File: src/rtl/gpu_regfile_ctx.sv
// Per-warp GPR + predicate file: 1-cycle registered reads, IDLE-only writes, and a beat-wise context save/restore engine.
// Save beats hold until ctx_out_ready; restore beats are taken whenever ctx_in_valid is high. REGFILE_BYPASS_EN enables write-to-read forwarding.
module gpu_regfile_ctx #(
    parameter  int DATA_W = 16,
    parameter  int NREGS  = 16,
    parameter  int NRD    = 4,
    parameter  int NWR    = 2,
    parameter  int NPRED  = 8,
    parameter  int CHUNK  = 4,
    localparam int AW     = $clog2(NREGS),
    localparam int PW     = $clog2(NPRED),
    localparam int BEATS  = NREGS / CHUNK,
    localparam int BW     = $clog2(BEATS) + 1
) (
    input  logic                    clk,
    input  logic                    rst_n,
    input  logic [NRD*AW-1:0]       rd_addr,
    output logic [NRD*DATA_W-1:0]   rd_data,
    input  logic [NWR-1:0]          wr_en,
    input  logic [NWR*AW-1:0]       wr_addr,
    input  logic [NWR*DATA_W-1:0]   wr_data,
    input  logic [PW-1:0]           prd_addr,
    output logic                    prd_out,
    input  logic                    pwr_en,
    input  logic [PW-1:0]           pwr_addr,
    input  logic                    pwr_val,
    input  logic                    save_req,
    input  logic                    restore_req,
    output logic                    busy,
    output logic                    ctx_done,
    output logic                    ctx_out_valid,
    input  logic                    ctx_out_ready,
    output logic [CHUNK*DATA_W-1:0] ctx_out_data,
    output logic [NPRED-1:0]        ctx_out_pred,
    input  logic                    ctx_in_valid,
    output logic                    ctx_in_ready,
    input  logic [CHUNK*DATA_W-1:0] ctx_in_data,
    input  logic [NPRED-1:0]        ctx_in_pred,
    output logic [BW-1:0]           ctx_beat
);

    typedef enum logic [1:0] {
        ST_IDLE,
        ST_SAVE,
        ST_RESTORE
    } state_t;

    state_t                  state_q, state_d;
    logic [BW-1:0]           beat_q, beat_d;
    logic                    done_q, done_d;

    logic [DATA_W-1:0]       gpr_q [NREGS];
    logic [DATA_W-1:0]       gpr_d [NREGS];
    // Predicate 0 is constant true, so only indices 1.. are stored.
    logic [NPRED-1:1]        pred_q, pred_d;

    logic [NRD*DATA_W-1:0]   rd_data_q, rd_data_d;
    logic                    prd_q, prd_d;

    logic                    last_beat;
    logic                    in_fire;
    logic [NPRED-1:0]        pred_now;
    logic [NPRED-1:0]        pred_next;
    logic                    unused_in_pred0;

    assign last_beat       = (beat_q == BW'(BEATS - 1));
    assign in_fire         = (state_q == ST_RESTORE) && ctx_in_valid;
    assign pred_now        = {pred_q, 1'b1};
    assign pred_next       = {pred_d, 1'b1};
    assign unused_in_pred0 = ctx_in_pred[0];

    always_comb begin
        state_d = state_q;
        beat_d  = beat_q;
        done_d  = 1'b0;
        case (state_q)
            ST_IDLE: begin
                beat_d = '0;
                if (save_req) begin
                    state_d = ST_SAVE;
                end else if (restore_req) begin
                    state_d = ST_RESTORE;
                end
            end
            ST_SAVE: begin
                if (ctx_out_ready) begin
                    if (last_beat) begin
                        state_d = ST_IDLE;
                        beat_d  = '0;
                        done_d  = 1'b1;
                    end else begin
                        beat_d = beat_q + BW'(1);
                    end
                end
            end
            ST_RESTORE: begin
                if (ctx_in_valid) begin
                    if (last_beat) begin
                        state_d = ST_IDLE;
                        beat_d  = '0;
                        done_d  = 1'b1;
                    end else begin
                        beat_d = beat_q + BW'(1);
                    end
                end
            end
            default: begin
                state_d = ST_IDLE;
                beat_d  = '0;
            end
        endcase
    end

    always_ff @(posedge clk or negedge rst_n) begin
        if (!rst_n) begin
            state_q <= ST_IDLE;
            beat_q  <= '0;
            done_q  <= 1'b0;
        end else begin
            state_q <= state_d;
            beat_q  <= beat_d;
            done_q  <= done_d;
        end
    end

    // Port writes only land in IDLE; later ports overwrite earlier ones on collision.
    always_comb begin
        gpr_d  = gpr_q;
        pred_d = pred_q;
        if (state_q == ST_IDLE) begin
            for (int p = 0; p < NWR; p++) begin
                if (wr_en[p]) begin
                    gpr_d[wr_addr[p*AW +: AW]] = wr_data[p*DATA_W +: DATA_W];
                end
            end
            if (pwr_en && (pwr_addr != '0)) begin
                pred_d[pwr_addr] = pwr_val;
            end
        end else if (in_fire) begin
            for (int j = 0; j < CHUNK; j++) begin
                gpr_d[AW'(int'(beat_q) * CHUNK + j)] = ctx_in_data[j*DATA_W +: DATA_W];
            end
            if (last_beat) begin
                pred_d = ctx_in_pred[NPRED-1:1];
            end
        end
    end

    always_comb begin
        rd_data_d = '0;
        for (int k = 0; k < NRD; k++) begin
`ifdef REGFILE_BYPASS_EN
            rd_data_d[k*DATA_W +: DATA_W] = gpr_d[rd_addr[k*AW +: AW]];
`else
            rd_data_d[k*DATA_W +: DATA_W] = gpr_q[rd_addr[k*AW +: AW]];
`endif
        end
`ifdef REGFILE_BYPASS_EN
        prd_d = pred_next[prd_addr];
`else
        prd_d = pred_now[prd_addr];
`endif
    end

    always_ff @(posedge clk or negedge rst_n) begin
        if (!rst_n) begin
            for (int i = 0; i < NREGS; i++) begin
                gpr_q[i] <= '0;
            end
            pred_q    <= '0;
            rd_data_q <= '0;
            prd_q     <= 1'b0;
        end else begin
            for (int i = 0; i < NREGS; i++) begin
                gpr_q[i] <= gpr_d[i];
            end
            pred_q    <= pred_d;
            rd_data_q <= rd_data_d;
            prd_q     <= prd_d;
        end
    end

    // Save data comes straight from the array; it is stable because writes are blocked while busy.
    always_comb begin
        ctx_out_data = '0;
        for (int j = 0; j < CHUNK; j++) begin
            ctx_out_data[j*DATA_W +: DATA_W] = gpr_q[AW'(int'(beat_q) * CHUNK + j)];
        end
    end

    assign ctx_out_pred  = pred_now;
    assign ctx_out_valid = (state_q == ST_SAVE);
    assign ctx_in_ready  = (state_q == ST_RESTORE);
    assign busy          = (state_q != ST_IDLE);
    assign ctx_done      = done_q;
    assign ctx_beat      = beat_q;
    assign rd_data       = rd_data_q;
    assign prd_out       = prd_q;

endmodule

File: config.mk
export PLATFORM = sky130hd
export DESIGN_NAME = gpu_regfile_ctx
export DESIGN_NICKNAME = d
export VERILOG_FILES = /design/src/rtl/gpu_regfile_ctx.sv
export SDC_FILE = /design/constraint.sdc
export NUM_CORES = 1
export LEC_CHECK = 0
export CAP_MARGIN = 20
export CORE_MARGIN = 2
export CORE_UTILIZATION = 29
export CTS_CLUSTER_DIAMETER = 150
export CTS_CLUSTER_SIZE = 10
export DETAILED_ROUTE_END_ITERATION = 8
export GPL_ROUTABILITY_DRIVEN = 0
export MAX_ROUTING_LAYER = met4
export PLACE_DENSITY = 0.56
export SKIP_LAST_GASP = 1
export SLEW_MARGIN = 20
export SYNTH_ARGS = -nofsm -noshare
export SYNTH_HDL_FRONTEND = slang
export SYNTH_SLANG_ARGS = --single-unit
File: constraint.sdc
create_clock -name clk -period 2.5 [get_ports clk]
set_input_delay 0.375 -clock clk [delete_from_list [all_inputs] [get_ports clk]]
set_output_delay 0.375 -clock clk [all_outputs]
set_load 0.02 [all_outputs]
# ---- After elaboration in Yosys (flattened, before gate mapping)
# Index checks and enable logic that the tools add are counted.
dict set report classes {
  n_addsub 4
  n_mux 70
  reduce_logical 17
  magnitude_cmp 19
  n_bitwise 10
  n_eq_ne 7
}
# op count
set op_table {}
lappend op_table {{256-bit bitwise mux} 6}
lappend op_table {{256-bit 2-to-1 mux} 5}
lappend op_table {{16-bit binary-select mux with 4-bit select} 8}
lappend op_table {{16-bit demux with 4-bit select} 6}
lappend op_table {{16-bit 2-to-1 mux} 22}
lappend op_table {{5-bit >= comparator, second input constant} 6}
lappend op_table {{4-bit inverter with 5-bit output} 6}
lappend op_table {{7-bit 2-to-1 mux} 4}
lappend op_table {{4-bit by 5-bit >= comparator with 1-bit output, second input constant} 4}
lappend op_table {{4-bit by 1-bit < comparator with 1-bit output, second input constant} 4}
lappend op_table {{4-bit inverter} 4}
lappend op_table {{5-bit by 1-bit < comparator with 1-bit output, second input constant} 2}
lappend op_table {{2-bit 2-to-1 mux} 5}
lappend op_table {{1-bit logical AND} 9}
lappend op_table {{3-bit 2-to-1 mux} 3}
lappend op_table {{4-bit by 2-bit adder with 4-bit output, second input constant} 2}
lappend op_table {{3-bit by 4-bit < comparator with 1-bit output, second input constant} 2}
lappend op_table {{7-bit bitwise mux} 1}
lappend op_table {{2-bit case mux with 3 select lines} 1}
lappend op_table {{3-bit case mux with 2 select lines} 1}
lappend op_table {{3-bit AND reduction} 2}
lappend op_table {{2-bit nonzero test} 3}
lappend op_table {{1-bit 2-to-1 mux} 5}
lappend op_table {{4-bit by 1-bit adder with 4-bit output, second input constant} 1}
lappend op_table {{other kinds (14)} 15}
dict set report word_totals {
  input_bits 144
  out_inout_bits 144
  word_cells 149
  ff_bits 334
}

# ---- Depth between registers and ports, before layout
# Gate-level depths: netlist of run 1.
dict set report logic_depth {
  depth_word 11
  ltp_mapped 9
  mapped_depth_nobuf 6
}

# ---- Least setup slack after synthesis of run 1
# Ideal clock, no wire load.
dict set report synth_timing {
  path_kind {register to register}
  from {reg beat_q[1] (netlist: ctx_beat[1])}
  to {reg gpr_q[201] (netlist bit)}
  synth_period_minus_slack_ps 2414
  path_slack_ps 86
  path_buffers 3
  t_required_ps 2352
  t_arrival_ps 2266
  stages_incl_launch_ff 10
  setup_time_ps 148
  path_cell_list {dfrtp_1 > buf_2 > buf_1 > inv_1 > ha_1 > nand3_2 > buf_2 > mux2_2 > o22ai_1 > a31oi_1}
}
dict set report synth_between {
  elab_chain_cells 11
  elab_cells_between_ends 33
  classes_between {add/sub (3); order compare (8); mux (14); bitwise (4); reduce/logical (4)}
}
# item line
set synth_lines {}
lappend synth_lines {{start: declaration} 49} ;# logic [BW-1:0] beat_q, beat_d;
lappend synth_lines {{start signal: assignment} 121} ;# beat_q <= beat_d;
lappend synth_lines {{4-bit by 1-bit adder with 4-bit output / 4-bit inverter (equally long branches)} 141} ;# gpr_d[AW'(int'(beat_q) * CHUNK + j)] = ctx_in_data[j*DATA_W +: DATA_W];
lappend synth_lines {{4-bit inverter (implied by the code) (tied with other cells)} 141}
lappend synth_lines {{4-bit by 5-bit >= comparator with 1-bit output (implied by the code) (tied with other cells)} 141}
lappend synth_lines {{1-bit logical AND (implied by the code) / 16-bit 2-to-1 mux (equally long branches)} 141}
lappend synth_lines {{16-bit 2-to-1 mux (implied by the code) / 16-bit demux with 4-bit select (equally long branches)} 141}
lappend synth_lines {{16-bit demux with 4-bit select / 256-bit bitwise mux (equally long branches)} 141}
lappend synth_lines {{256-bit bitwise mux (2 in series)} 141}
lappend synth_lines {{256-bit bitwise mux (*)} 141}
lappend synth_lines {{256-bit 2-to-1 mux (*)} 139} ;# end else if (in_fire) begin
lappend synth_lines {{256-bit 2-to-1 mux (*)} 130} ;# if (state_q == ST_IDLE) begin
lappend synth_lines {{end signal: indexed assignment} 175} ;# gpr_q[i] <= gpr_d[i];
lappend synth_lines {{end: declaration} 52} ;# logic [DATA_W-1:0] gpr_q [NREGS];
# Every way passes the cells marked *; elsewhere a longest branch is shown, timed or not. The select of a mux whose other input is x is not followed.
# A chain may end at the register's enable or synchronous reset.

# ---- Worst setup path after layout of run 1
dict set report layout_timing {
  from {reg beat_q[0] (netlist: ctx_beat[0])}
  to {out ctx_out_data[23]}
}
dict set report layout_between {
  elab_chain_cells 5
}
# item line
set layout_lines {}
lappend layout_lines {{4-bit by 1-bit adder with 4-bit output} 187} ;# ctx_out_data[j*DATA_W +: DATA_W] = gpr_q[AW'(int'(beat_q) * CHUNK + j)];
lappend layout_lines {{4-bit inverter (implied by the code)} 187}
lappend layout_lines {{16-bit binary-select mux with 4-bit select} 187}
lappend layout_lines {{16-bit 2-to-1 mux (implied by the code) (2 in series)} 187}
lappend layout_lines {{end: declaration} 33} ;# output logic [CHUNK*DATA_W-1:0] ctx_out_data,
# No other way between the ends. The select of a mux whose other input is x is not followed.

==> impl_results.md, run 1 <==
- Status: finished with violations
- Failing checks: negative setup slack
- Per-cell routed wire length: 32.1 µm
- Commonest register cell after synthesis: dfrtp_1
- Nature of the critical path endpoint: primary output
- Crit path from: ctx_beat[0]
- Initial antenna violation count: 21
- RR Startpoint: ctx_beat[1]
- Post-route insts no fill: 4169
- Req. time, crit path: 2.12 ns
- TritonCTS clock tree: done
- Die height: about 310 µm
- Synth Area per Inst: 10.5 µm²
- Largest net degree at the start of global routing: 88
- Clock Latency Late Sink: 0.60 ns
- Tot Pwr: 38.3 mW
- DR vias/cell: roughly 6.6
- Tot GR Track Use: 27.7%
- Synthesis Warnings: 0
- CTS sink cnt: 334
- Vias in the first global route: roughly 26k
- Most numerous cell in the Yosys netlist: nand2_1
- Synth async-reset ratio: 100%
- First DRT Iteration DRCs: around 4.2k
- # rows: 112
- Critical-path maximum fanout: 8
- I/O Pins: 288
- Placed cells: 4078
- Hold Violations, Final: 0
- DP Wirelength: 101000 µm
- PwrDens: 1120 mW/mm²
- Post-synth EDFFs: 0
- Min Tclk post-route: 2.64 ns
- Netlist cell types: 53
- Final Cycle Share: 105%
- Hold/Removal Path Class: in2async
- Final Setup Violations: 56
- Placement-stage cell area: 0.0328 mm²
- DRC Markers: 0
- Synth cell count leaders: nand2_1 (346), dfrtp_1 (334), mux4_2 (321)
- Worst slew pin tran: between 1 and 1.5 ns
- Sequential-to-total area share from yosys stat: 30.5%
- Worst Setup Slack, final: -0.137 ns
- Final net count: between 3k and 4k
- Max-cap viol count: 0
- Max-slew headroom: a little over a fifth
- Critical Path AT: 2.26 ns
- Vias: roughly 27k
- Grt ovf: 0
- Routed wire length: 134000 µm
- Kind of critical path: reg2out
- Post-route cell area: 0.0343 mm²
- Pre-CTS WS: -0.0432 ns
- Worst-case clock buffer depth: 3
- Initial core utilization: between 20% and 30%
- Peak VDD IR: around 0.00056 V
- Pre-antenna DRT Iters: 6
- Die footprint: 0.0968 mm²
- First-pass GRT wire length: 193000 µm
- Final count of pins violating max slew: 0
- Post-Syn Nets: 2748
- Post-Syn Instances: 2597
- RSZ-0062 raised after global routing: yes
- CTS H-Tree Depth: 2
- P&R area growth vs syn: 25.4%
- Core area: 0.0935 mm²
- Number of CTS-inserted buffers: 39
- Share of post-route cells with drive strength above 1: 30.9%
- Top cell type's share of synthesized area: a little under a third
- Root Driver: clkbuf_16
- Post-synth top area cell: dfrtp_1
- Peak Freq: about 0.38 GHz
- Synth Register Bits: around 330
- P_leak: ~13 nW
- Clock Skew: 0.0245 ns
- CP startpoint kind: flip-flop
- Post-Synthesis Cell Area: 0.0274 mm²
- PortBufs: 285
- Die width: 311 µm
- Final ANT Viol Nets: 0
- Setup_tns: -3.88 ns
- Clock slew at reported path FFs: ~0.070 ns
- Ranking of synthesized cells by area: dfrtp_1 (31%), mux4_2 (26%), a22oi_1 (7.0%)
-- registers in the layout (all words and copies together) (netlist names) --
| name | count |
|---|---|
| ctx_beat | 3 |
| ctx_done | 1 |
| gpr_q | 256 |
| prd_out | 1 |
| pred_q | 7 |
| rd_data | 64 |
| state_q | 2 |
-- critical path, stage by stage (launching register included) --
cell and delay, ns:
dfrtp_4 0.56, buf_12 0.18, buf_16 0.14, mux4_2 0.61
buf_6 0.18
-- through the flow --
| step | util [%] | hold slack, ns |
|---|---|---|
| final | 36.7 | 0.281 |
| after global routing | 36.7 | 0.323 |
| after CTS | 36.5 | 0.296 |
| after detailed placement | 35.1 | 0.316 |
| after global placement | 35.1 | 0.318 |
| after floorplan | - | 0.0794 |
-- per-layer routing --
metal	vias to the layer above	GRT usage, %	part of all wire, %
li1	11072	-	-
met1	13842	36.0	37
met2	2248	38.1	42
met3	280	12.0	16
met4	0	9.53	4.0
met5	-	-	0
-- timing repair --
action | 4_1_cts | 5_1_grt
gates resized for setup | 345 | 48
endpoints found under the setup margin | 66 | 81
endpoints found under the hold margin | 29 | 0
hold buffers | 1 | 0
buffers inserted | 11 | 7
pin swaps | 0 | 0
gates cloned | 6 | 0
-- worst paths after layout --
path | end | slack, ns | cells past startpoint
worst min-delay path | gpr_q[52] | 0.28 | 2
max in group asynchronous | rd_data[60] | 1.34 | 3
min in group clk | state_q[1] | 0.39 | 3
worst max-delay path | ctx_out_data[23] | -0.14 | 4
worst min register to register | ctx_beat[2] | 0.52 | 1
worst max register to register | gpr_q[193] | 0.07 | 8
-- cells by family (layout without fill, tap and decap cells) --
logic type / Yosys count / in the layout / synth area share (%)
compound gates: 937 / 937 / 22.4
fa+ha+maj: 7 / 7 / 0.320
buf+inv: 307 / 600 / 5.21
flops: 334 / 334 / 30.5
mux: 450 / 450 / 31.7
other cells: 1 / 26 / 0.0137
simple gates: 561 / 561 / 9.77
-- report_power, final --
group	switching [mW]	leakage (nW)	internal [mW]
Sequential	3.85	3.96	7.47
Combinational	11.0	8.44	10.7
Clock	2.53	0.511	2.88
-- cell usage in the layout, fill, tap and decap left out, drive strengths merged, types with 42 or more instances in the layout --
cell type      count
nand2            352
dfrtp            334
buf              334
mux4             321
o21ai            259
a22oi            256
clkdlybuf4s50    210
a31oi            131
mux2             128
o22ai            128
and3             116
a211oi            97
clkbuf            42
-- layout make-up --
class | instances | area (µm²)
sequential | 334 | 8370
clock inverter | 1 | 8.76
tap | 1254 | 1570
antenna | 25 | 62.6
timing repair buffer | 548 | 5550
multi-input combinational | 1956 | 17700
inverter | 9 | 33.8
clock buffer | 42 | 1030
fill | 9168 | 59200
(Power assumes the default switching activity.)
==> inputs of run 2 (changes only) <==
SKIP_LAST_GASP = not set   (was 1)
==> run 2 against run 1 <==
The flow still finishes with violations (negative setup slack). Sequential cell count unchanged. Largest power group unchanged. Total power about the same. Via count up 0.12%. Non-clock buffer count unchanged.
==> impl_results.md, run 2 (synthesis gave the netlist of run 1 again) <==
- PortBufs: 285 (unchanged)
- Max-slew headroom: 21.2% (-0.44 points)
- Peak VDD IR: 0.000554 V (-0.17%)
- Reg2Reg Depth: 8 (unchanged)
- Nature of the critical path endpoint: primary output
- First DRT Iteration DRCs: 4141 (-0.60%)
- Critical-path maximum fanout: 8 (unchanged)
- Tot GR Track Use: 27.7% (about the same)
- Final count of pins violating max slew: 0 (unchanged)
- Grt ovf: 0 (unchanged)
- Pre-antenna DRT Iters: 6 (unchanged)
- Worst reg-to-reg setup slack: 0.09 ns (+0.02 ns)
- Hold/Removal Path Class: in2async
- Per-cell routed wire length: 32.1 µm (about the same)
- P_leak: 12.9 nW (about the same)
- Final ANT Viol Nets: 0 (unchanged)
- Routed wire length: 134000 µm (about the same)
- Final net count: 3039 (unchanged)
- Die width: 311 µm (unchanged)
- Critical-path top delay cell: mux4_2
- P&R area growth vs syn: 25.5% (about the same)
- Final Setup Violations: 59 (+5.4%)
- TritonCTS clock tree: done
- Kind of critical path: reg2out
- RSZ-0062 raised after global routing: yes
- Largest net degree at the start of global routing: 88 (unchanged)
- RR Startpoint: ctx_beat[1]
- Worst-case clock buffer depth: 3 (unchanged)
- CP peak stage delay: 0.61 ns (about the same)
- Clock Latency Late Sink: 0.60 ns (about the same)
- Final Cycle Share: 106% (+0.81 points)
- # rows: 112 (unchanged)
- Max reg flops: 256 (unchanged)
- Hold_ws: 0.274 ns (-0.00718 ns)
- First-pass GRT wire length: 193000 µm (about the same)
- Worst slew pin tran: 1.18 ns (+0.00656 ns)
- Clock slew at reported path FFs: 0.07 ns (about the same)
- Vias in the first global route: 25.8k (+0.016%)
- Initial core utilization: 29.3% (unchanged)
- Commonest non-fill, non-tap cell in the layout: nand2_1
- DR top layer: met4
- Critical Path AT: 2.28 ns (+0.02 ns)
- CTS H-Tree Depth: 2 (unchanged)
- WP buf/inv: 3 (unchanged)
- Hold Violations, Final: 0 (unchanged)
- Number of CTS-inserted buffers: 39 (unchanged)
- WL met2: 56500 µm (+0.19%)
- Clock Skew: 0.0257 ns (+0.00120 ns)
- DRC Markers: 0 (unchanged)
- Initial antenna violation count: 21 (unchanged)
- CP startpoint kind: flip-flop
- Max-cap viol count: 0 (unchanged)
- Vias: 27.5k (+0.12%)
- DR vias/cell: 6.59 (about the same)
- Peak Freq: 0.376 GHz (-0.76%)
- Cell family with most CP delay: multiplexers
- PwrDens: 1120 mW/mm² (about the same)
- Die height: 311 µm (unchanged)
- CTS sink cnt: 334 (unchanged)
- DP Wirelength: 101000 µm (unchanged)
- CP Cell Sequence: buf_12 -> buf_16 -> mux4_2 -> buf_6
- WL met1: 50500 µm (+0.78%)
- Most flop-heavy register: gpr_q
- Met3 WL: 21500 µm (-1.7%)
- Req. time, crit path: 2.12 ns (about the same)
- Placement-stage cell area: 0.0328 mm² (unchanged)
- Status: finished with violations
- I/O Pins: 288 (unchanged)
- Worst Setup Slack, final: -0.157 ns (-0.0202 ns)
- Utilization after layout: 36.7% (about the same)
- Most frequent cells in the layout: nand2_1 (346), dfrtp_1 (332), mux4_2 (321)
- Root Driver: clkbuf_16
- Min Tclk post-route: 2.66 ns (+0.0202 ns)
- Post-route cell area: 0.0343 mm² (about the same)
- Tot Pwr: 38.4 mW (about the same)
- R2r endpoint: gpr_q[243]
- Failing checks: negative setup slack
- Core area: 0.0935 mm² (unchanged)
- Die footprint: 0.0968 mm² (unchanged)
- Share of post-route cells with drive strength above 1: 30.9% (unchanged)
==> run 2: area by class of cell <==
cell class	instances	area [µm²]
antenna	27	67.6
clock buffer	42	1030
clock inverter	1	8.76
fill	9164	59100
inverter	9	33.8
multi-input combinational	1956	17700
sequential	334	8370
tap	1254	1570
timing repair buffer	548	5560
==> run 2: through the flow <==
stage	worst slack, ns	cells	TNS (ns)
3_3_place_gp	-0.00250	4078	-0.00250
4_1_cts	-0.154	4139	-5.27
6_report	-0.157	4171	-4.28
2_1_floorplan	0.0862	2597	0
5_1_grt	-0.175	4166	-5.55
3_5_place_dp	-0.0432	4078	-0.262
==> run 2: timing repair <==
item,in CTS,in global routing
buffers inserted,11,7
endpoints found under the setup margin,66,81
cloned,6,0
hold buffers,1,0
endpoints found under the hold margin,29,0
resized for setup,351,50
==> run 2: metal layers <==
layer  vias to the layer above  track usage [%]
met4                         0             9.57
met3                       265             12.0
met1                     13961             36.0
li1                      11083                -
met5                         -                -
met2                      2167             38.1
==> run 2: worst max path at each step <==
stage	slack, ns	startpoint	cells after the start	endpoint
floorplan	0.09	ctx_beat[1]	9	gpr_q[201]
global placement	-0.002	wr_addr[7]	4	gpr_q[176]
detailed placement	-0.04	wr_addr[7]	4	gpr_q[176]
CTS	-0.15	ctx_beat[0]	4	ctx_out_data[7]
global route	-0.17	ctx_beat[0]	4	ctx_out_data[54]
finish	-0.16	ctx_beat[0]	4	ctx_out_data[7]
==> run 2: where the power goes <==
group	internal (mW)	switching, mW	total [mW]
combinational	10.7	10.9	21.6
clock	2.88	2.54	5.42
sequential	7.47	3.84	11.3
total	21.0	17.3	38.4
